===== src/rtl/branch_resolve_btb.sv =====
// Jump/branch resolution unit with a direct-mapped branch target buffer.
// The fetch side gets a combinational prediction for f_pc. The execute side
// resolves JAL, JALR and the six conditional branches, and trains the BTB.
// A mispredict produces a registered redirect and opens a flush window for IF/ID.
module branch_resolve_btb #(
    parameter int XLEN         = 32,
    parameter int BTB_ENTRIES  = 16,
    parameter int FLUSH_CYCLES = 2
) (
    input  logic            clk,
    input  logic            rst_n,
    input  logic [XLEN-1:0] f_pc,
    output logic            f_pred_taken,
    output logic [XLEN-1:0] f_pred_target,
    input  logic            ex_valid,
    input  logic [XLEN-1:0] ex_pc,
    input  logic [31:0]     ex_instr,
    input  logic [XLEN-1:0] ex_rs1,
    input  logic [XLEN-1:0] ex_rs2,
    input  logic [XLEN-1:0] ex_imm,
    input  logic            ex_pred_taken,
    input  logic [XLEN-1:0] ex_pred_target,
    output logic            redirect,
    output logic [XLEN-1:0] redirect_addr,
    output logic            flush_stall,
    output logic [31:0]     mispredict_cnt
);
    localparam int IDX = $clog2(BTB_ENTRIES);
    localparam int TW  = XLEN - IDX - 2;
    localparam int CW  = $clog2(FLUSH_CYCLES + 1);

    logic [BTB_ENTRIES-1:0] btb_valid;
    logic [BTB_ENTRIES-1:0] btb_jump;
    logic [TW-1:0]          btb_tag    [BTB_ENTRIES];
    logic [XLEN-1:0]        btb_target [BTB_ENTRIES];
    logic [1:0]             btb_cnt    [BTB_ENTRIES];

    logic [CW-1:0]   win_cnt;
    logic [IDX-1:0]  f_idx, e_idx;
    logic [TW-1:0]   f_tag, e_tag;
    logic            f_hit, e_hit;
    logic            is_jal, is_jalr, is_br, is_jump;
    logic            accept, cond, taken, mispredict;
    logic [XLEN-1:0] target, fix;

    assign f_idx = f_pc[IDX+1:2];
    assign f_tag = f_pc[XLEN-1:IDX+2];
    assign e_idx = ex_pc[IDX+1:2];
    assign e_tag = ex_pc[XLEN-1:IDX+2];

    // Fetch-side lookup; sees pre-edge BTB contents even when EX updates the same index
    assign f_hit         = btb_valid[f_idx] && (btb_tag[f_idx] == f_tag);
    assign f_pred_taken  = f_hit && (btb_jump[f_idx] || btb_cnt[f_idx][1]);
    assign f_pred_target = f_pred_taken ? btb_target[f_idx] : '0;

    assign e_hit       = btb_valid[e_idx] && (btb_tag[e_idx] == e_tag);
    assign flush_stall = (win_cnt != '0);

    // Decode, compare and mispredict detection for the EX instruction
    always_comb begin
        is_jal  = (ex_instr[6:0] == 7'b1101111);
        is_jalr = (ex_instr[6:0] == 7'b1100111);
        is_br   = (ex_instr[6:0] == 7'b1100011) &&
                  (ex_instr[14:12] != 3'b010) && (ex_instr[14:12] != 3'b011);
        is_jump = is_jal || is_jalr;
        accept  = ex_valid && !flush_stall && (is_jump || is_br);
        case (ex_instr[14:12])
            3'b000:  cond = (ex_rs1 == ex_rs2);
            3'b001:  cond = (ex_rs1 != ex_rs2);
            3'b100:  cond = ($signed(ex_rs1) <  $signed(ex_rs2));
            3'b101:  cond = ($signed(ex_rs1) >= $signed(ex_rs2));
            3'b110:  cond = (ex_rs1 <  ex_rs2);
            3'b111:  cond = (ex_rs1 >= ex_rs2);
            default: cond = 1'b0;
        endcase
        taken  = is_jump || cond;
        target = ex_pc + ex_imm;
        if (is_jalr) begin
            target = ex_rs1 + ex_imm;
            target[0] = 1'b0;
        end
        fix        = taken ? target : (ex_pc + XLEN'(4));
        mispredict = accept &&
                     ((taken != ex_pred_taken) || (taken && (ex_pred_target != target)));
    end

    // Redirect pulse, flush window down-counter and mispredict counter
    always_ff @(posedge clk or negedge rst_n) begin
        if (!rst_n) begin
            redirect       <= 1'b0;
            redirect_addr  <= '0;
            win_cnt        <= '0;
            mispredict_cnt <= '0;
        end else begin
            redirect <= mispredict;
            if (mispredict) begin
                redirect_addr  <= fix;
                win_cnt        <= CW'(FLUSH_CYCLES);
                mispredict_cnt <= mispredict_cnt + 32'd1;
            end else if (win_cnt != '0) begin
                win_cnt <= win_cnt - CW'(1);
            end
        end
    end

    // BTB training on every accepted control instruction
    always_ff @(posedge clk or negedge rst_n) begin
        if (!rst_n) begin
            btb_valid <= '0;
            btb_jump  <= '0;
            for (int i = 0; i < BTB_ENTRIES; i++) begin
                btb_tag[i]    <= '0;
                btb_target[i] <= '0;
                btb_cnt[i]    <= '0;
            end
        end else if (accept) begin
            if (taken) begin
                btb_target[e_idx] <= target;
                btb_jump[e_idx]   <= is_jump;
                if (e_hit) begin
                    btb_cnt[e_idx] <= (btb_cnt[e_idx] == 2'b11) ? 2'b11 : btb_cnt[e_idx] + 2'd1;
                end else begin
                    btb_valid[e_idx] <= 1'b1;
                    btb_tag[e_idx]   <= e_tag;
                    btb_cnt[e_idx]   <= is_jump ? 2'b11 : 2'b10;
                end
            end else if (e_hit) begin
                btb_cnt[e_idx] <= (btb_cnt[e_idx] == 2'b00) ? 2'b00 : btb_cnt[e_idx] - 2'd1;
            end
        end
    end
endmodule

===== config.mk =====
export PLATFORM = sky130hd
export DESIGN_NAME = branch_resolve_btb
export DESIGN_NICKNAME = d
export VERILOG_FILES = /design/src/rtl/branch_resolve_btb.sv
export SDC_FILE = /design/constraint.sdc
export NUM_CORES = 2
export LEC_CHECK = 0
export CAP_MARGIN = 25
export CORE_MARGIN = 5
export CORE_UTILIZATION = 38
export CTS_CLUSTER_DIAMETER = 100
export DETAILED_ROUTE_END_ITERATION = 10
export SLEW_MARGIN = 20
export SYNTH_ARGS = -nofsm -noshare
export SYNTH_HDL_FRONTEND = slang
export SYNTH_SLANG_ARGS = --single-unit

===== constraint.sdc =====
create_clock -name clk -period 7.05 [get_ports clk]
set_clock_uncertainty 0.1 [all_clocks]
set_input_delay 1.41 -clock clk [delete_from_list [all_inputs] [get_ports clk]]
set_output_delay 1.41 -clock clk [all_outputs]
set_load 0.01 [all_outputs]

-- Yosys cells after proc, flatten, opt, wreduce, memory -nomap -nowiden
Cells that the tools add are included.
- add/sub/neg operators: 7
- $lt $le $gt $ge: 10
- equal/unequal tests: 17
- muxes and demuxes: 47
- bitwise logic cells: 4
- reductions and logical operators: 25
- operators by type and width (operator ; number):
    bitwise mux 512 bit ; 1
    bitwise mux 416 bit ; 1
    2-to-1 mux 32 bit ; 9
    binary-select mux 26 bit (select 4 bit) ; 2
    2-to-1 mux 26 bit ; 5
    binary-select mux 32 bit (select 4 bit) ; 1
    demux 32 bit (select 4 bit) ; 1
    demux 26 bit (select 4 bit) ; 1
    bitwise mux 32 bit ; 3
    adder 32 bit ; 2
    >= comparator 32 bit ; 2
    < comparator 32 bit ; 2
    != test 32 bit ; 2
    == test 26 bit ; 2
    adder 32 x 1 -> 32 bit (second input constant) ; 1
    adder 32 x 3 -> 32 bit (second input constant) ; 1
    == test 32 bit ; 1
    == test 7 bit (second input constant) ; 3
    2-to-1 mux 2 bit ; 9
    binary-select mux 2 bit (select 4 bit) ; 2
    bitwise mux 16 bit ; 1
    OR 16 bit ; 1
    binary-select mux 1 bit (select 4 bit) ; 3
    == test 3 bit (second input constant) ; 4
    24 further kinds ; 50
- bits in registers: 1059
- bits of input ports: 228
- logic and storage cells: 164

-- Longest topological paths before layout
- depth in word-level cells: 9
- depth in mapped cells: 18
- gate-level depth less buffers: 14

-- Least setup slack after synthesis
Ideal clock, no wire load.
- path kind: input port to output port
- start: input port f_pc[2]
- end: output port f_pred_target[11]
- data arrival time: 4579 ps
- data required time: 5540 ps
- slack: 961 ps
- cell stages on the path: 8
- buffers on the path: 5
- path through: clkbuf_1 -> buf_2 -> buf_2 -> clkbuf_1 -> buf_1 -> mux4_2 -> mux4_2 -> nor2b_1
- word-level cells in the longest chain between the ends: 8
- RTL lines (element ; line ; source):
    start, declared ; 12 ; input logic [XLEN-1:0] f_pc,
    inverter 4 -> 5 bit (implied by the code) ; 52, 53, 54 ;
    binary-select mux 26 bit (select 4 bit) ; 52 ; assign f_hit = btb_valid[f_idx] && (btb_tag[f_idx] == f_tag);
    2-to-1 mux 26 bit (implied by the code) (2 in a row) ; 52 ;
    == test 26 bit ; 52 ;
    logical AND 1 bit ; 52 ;
    logical AND 1 bit ; 53 ; assign f_pred_taken = f_hit && (btb_jump[f_idx] || btb_cnt[f_idx][1]);
    2-to-1 mux 32 bit * ; 54 ; assign f_pred_target = f_pred_taken ? btb_target[f_idx] : '0;
    end, declared ; 14 ; output logic [XLEN-1:0] f_pred_target,
Mark *: on every way between the ends. The rest lies on a longest branch, timed or not. The select of a mux whose other input is x is not followed.

-- Worst setup path after layout
- start: input port f_pc[2]
- end: output port f_pred_target[14]
The elaborated chain is that of the path after synthesis.

==> reports/metrics.yaml <==
route:
  routed_wl_mm: 181
  ant_nets: 0
  drc: 0
  viasPerCell: 5.71
  vias: 41067
  first_iter_violations: 3634
  wire_per_inst_um: 25.2
  first_pass_iters: 6
clock_network:
  path_clk_slew_ns: 0.06
  tritoncts: "done"
  htree_levels: 3
  clk_path_buf_depth: 3
  numClockSinks: 1059
  postCtsSetupRepairBufs: 0
  cts_resized: 0
  cts_buffers: 112
  hold_buffers: 0
  cts_root_buffer: "clkbuf_16"
  insertion_delay_ns: 0.78
logic_synthesis:
  ys_top_cells_by_area: "dfrtp_1 46%, mux4_2 17%, mux2_2 8.7%, nand2_1 5.1%, o21ai_0 4.8%"
  synth_cells: 4888
  synth_area_um2: 57300
  ys.flop_type: "dfrtp_1"
  yosysSeqAreaShare_pct: 46.3
  syn_nets: 5217
  synth_top_area_share_pct: 46.3
  yosys_warnings: 0
  avgSynthCellArea_um2: 11.7
  synth_enable_flop_cells: 0
  synthTopCellsByCount: "1,059 x dfrtp_1, 783 x nand2_1, 555 x o21ai_0"
  synth_top_area_cell: "dfrtp_1"
  synth_cell_types: 90
  synth.most_common_cell: "dfrtp_1"
  ys_seq_elements: 1059
  synthArstFlopShare_pct: 100
global_route:
  antenna_found_initial: 13
  grt_pass1_vias: 41067
  track_usage_pct: 22.7
  grt_max_degree: 161
  overflow: 0
  grt_first_pass_wirelength_mm: 271
floorplanning:
  core_um2: 150000
  rows: 142
  die-area_um2: 159000
  dieHeight_um: 398
  start_util_pct: 38.2
  die_x_um: 398
  num_io_pins: 327
worst_setup_path:
  crit_family: "buffers and inverters"
  cp_max_fo: 33
  slowest_stage: "nor3_1"
  start_kind: "primary input"
  slowest_delay_ns: 0.61
  crit_path_cell_trace: "buf_8 -> buf_12 -> mux4_2 -> mux4_2 -> xnor2_1 -> nand4_1 -> nor3_1 -> nand4_1 -> buf_12 -> nor2b_1 -> clkdlybuf4s50_1"
  cp.required_ns: 5.54
  crit_path_end_kind: "output pin"
  path_buf_inv: 4
  cp_data_arrival_time_ns: 5.38
  path_class: "in2out"
status:
  outcome: "finished clean"
sta:
  hold_viol: 0
  rsz0062_at_grt: "false"
  max_clock_freq_mhz: 145
  setup_viol: 0
  period_minus_slack_ns: 6.89
  tns_ns: 0
  tightest_slew_ns: 1.01
  fin_crit_sh_pct: 97.7
  slew_headroom_pct: 32.7
  slew_violations: 0
layout:
  fin_nets: 5399
  final_util_pct: 44.8
  syn2layout_area_growth_pct: 17.2
  final_cell_area_um2: 67200
  drive_above_1_share_pct: 25.6
  fillers: 13829
placement:
  io_buffers: 302
  dpl.hpwl_mm: 120
  routabilityCongestion: 0.919
  placed_cell_area_um2: 63200
power:
  cellLeakagePower_uw: 0.0300
  intPower_uw: 10400
  peakVddDrop_mv: 0.199
  swShare_pct: 27.0
  seq_power_share_pct: 43.3
  pwr-share-clk_pct: 43.4
  power.switching_uw: 3870
  power_density_nw_per_um2: 213
  combPwrFrac_pct: 13.3
run:
  drv_cap: 0
hold_path:
  min-delay-path-class: "reg2reg"
## worst reg2reg max path, delay by kind of cell (launching register included)
family                    cells  cell delay [ns]
muxes                         3             1.38
and+or+nand+nor               4             1.17
xor gates and xnor gates      1             0.34
buffers and inverters         2             0.58
DFF                           1             0.40
## area by class of cell
type | instances | area [um2] | share of cell area, %
clock buffers | 165 | 3330 | 4.96
flip-flops and latches | 1059 | 26500 | 39.5
well taps | 2016 | 2520 | 3.76
multi-input cells | 3355 | 29000 | 43.2
diodes | 10 | 25.0 | 0.0373
clock inverters | 43 | 587 | 0.874
repair buffers | 481 | 4940 | 7.36
inverters | 61 | 229 | 0.341
## path summary, 6_finish.rpt
path                                     endpoint            start  depth (start not counted)  slack [ns]
worst max-delay path            f_pred_target[14]          f_pc[2]                         11        0.16
worst min-delay path              btb_target[351]  btb_target[351]                          2        0.37
worst max register to register       btb_tag[218]      btb_tag[21]                         10        2.89
worst min register to register    btb_target[351]  btb_target[351]                          2        0.37
max in group asynchronous            btb_tag[222]            rst_n                          2        4.78
min in group asynchronous         btb_target[448]            rst_n                          1        0.64
## layer usage
| layer | routed length (um) | vias up | track usage, % |
|---|---|---|---|
| met1 | 78700 | 21225 | 32.5 |
| met3 | 12700 | 273 | 3.92 |
| met2 | 84700 | 1360 | 36.1 |
| met4 | 4910 | 6 | 5.83 |
| met5 | 47 | - | 0 |
| li1 | - | 18203 | - |
## cells in the final DEF, fill, tap and decap left out, drive strengths merged, types with 99 or more instances in the layout
cell | synthesis | layout
a21oi | 130 | 130
buf | 116 | 186
clkbuf | 297 | 167
clkdlybuf4s50 | 0 | 293
dfrtp | 1059 | 1059
ha | 99 | 99
mux2 | 472 | 472
mux4 | 440 | 440
nand2 | 783 | 783
nor2 | 106 | 106
o21ai | 565 | 565
xnor2 | 101 | 101
## metrics by stage
| stage | power [uW] | cells | setup WS, ns | hold WS, ns |
|---|---|---|---|---|
| final | 14300 | 7190 | 0.163 | 0.368 |
| after global routing | 14800 | 7183 | 0.0413 | 0.386 |
| after CTS | 14400 | 7180 | 0.181 | 0.373 |
| after detailed placement | 8190 | 6972 | 0.192 | 0.358 |
| after global placement | 8170 | 6972 | 0.241 | 0.354 |
| after floorplan | 7270 | 4888 | 0.961 | 0.341 |
## power by group through the flow
| stage | combinational (uW) | sequential (uW) | clock [uW] |
|---|---|---|---|
| 5_1_grt | 2040 | 6200 | 6560 |
| 3_3_place_gp | 1870 | 6300 | 0 |
| 2_1_floorplan | 970 | 6300 | 0 |
| 6_report | 1900 | 6200 | 6200 |
| 3_5_place_dp | 1890 | 6300 | 0 |
| 4_1_cts | 1890 | 6190 | 6310 |
## cell families after synthesis
group                      synth area share, %
and+or+nand+nor                           10.2
muxes                                     26.9
buffers and inverters                     3.33
AOI/OAI and AO/OA                         8.40
xor gates and xnor gates                  2.70
adders and majority gates                 2.23
DFF                                       46.3
## state kept, by name, summed over array words and instances (netlist names)
signal	cells
redirect	1
btb_target	512
mispredict_cnt	32
btb_jump	16
btb_valid	16
redirect_addr	32
btb_cnt	32
win_cnt	2
btb_tag	416
Power figures use the tool's default switching activity.
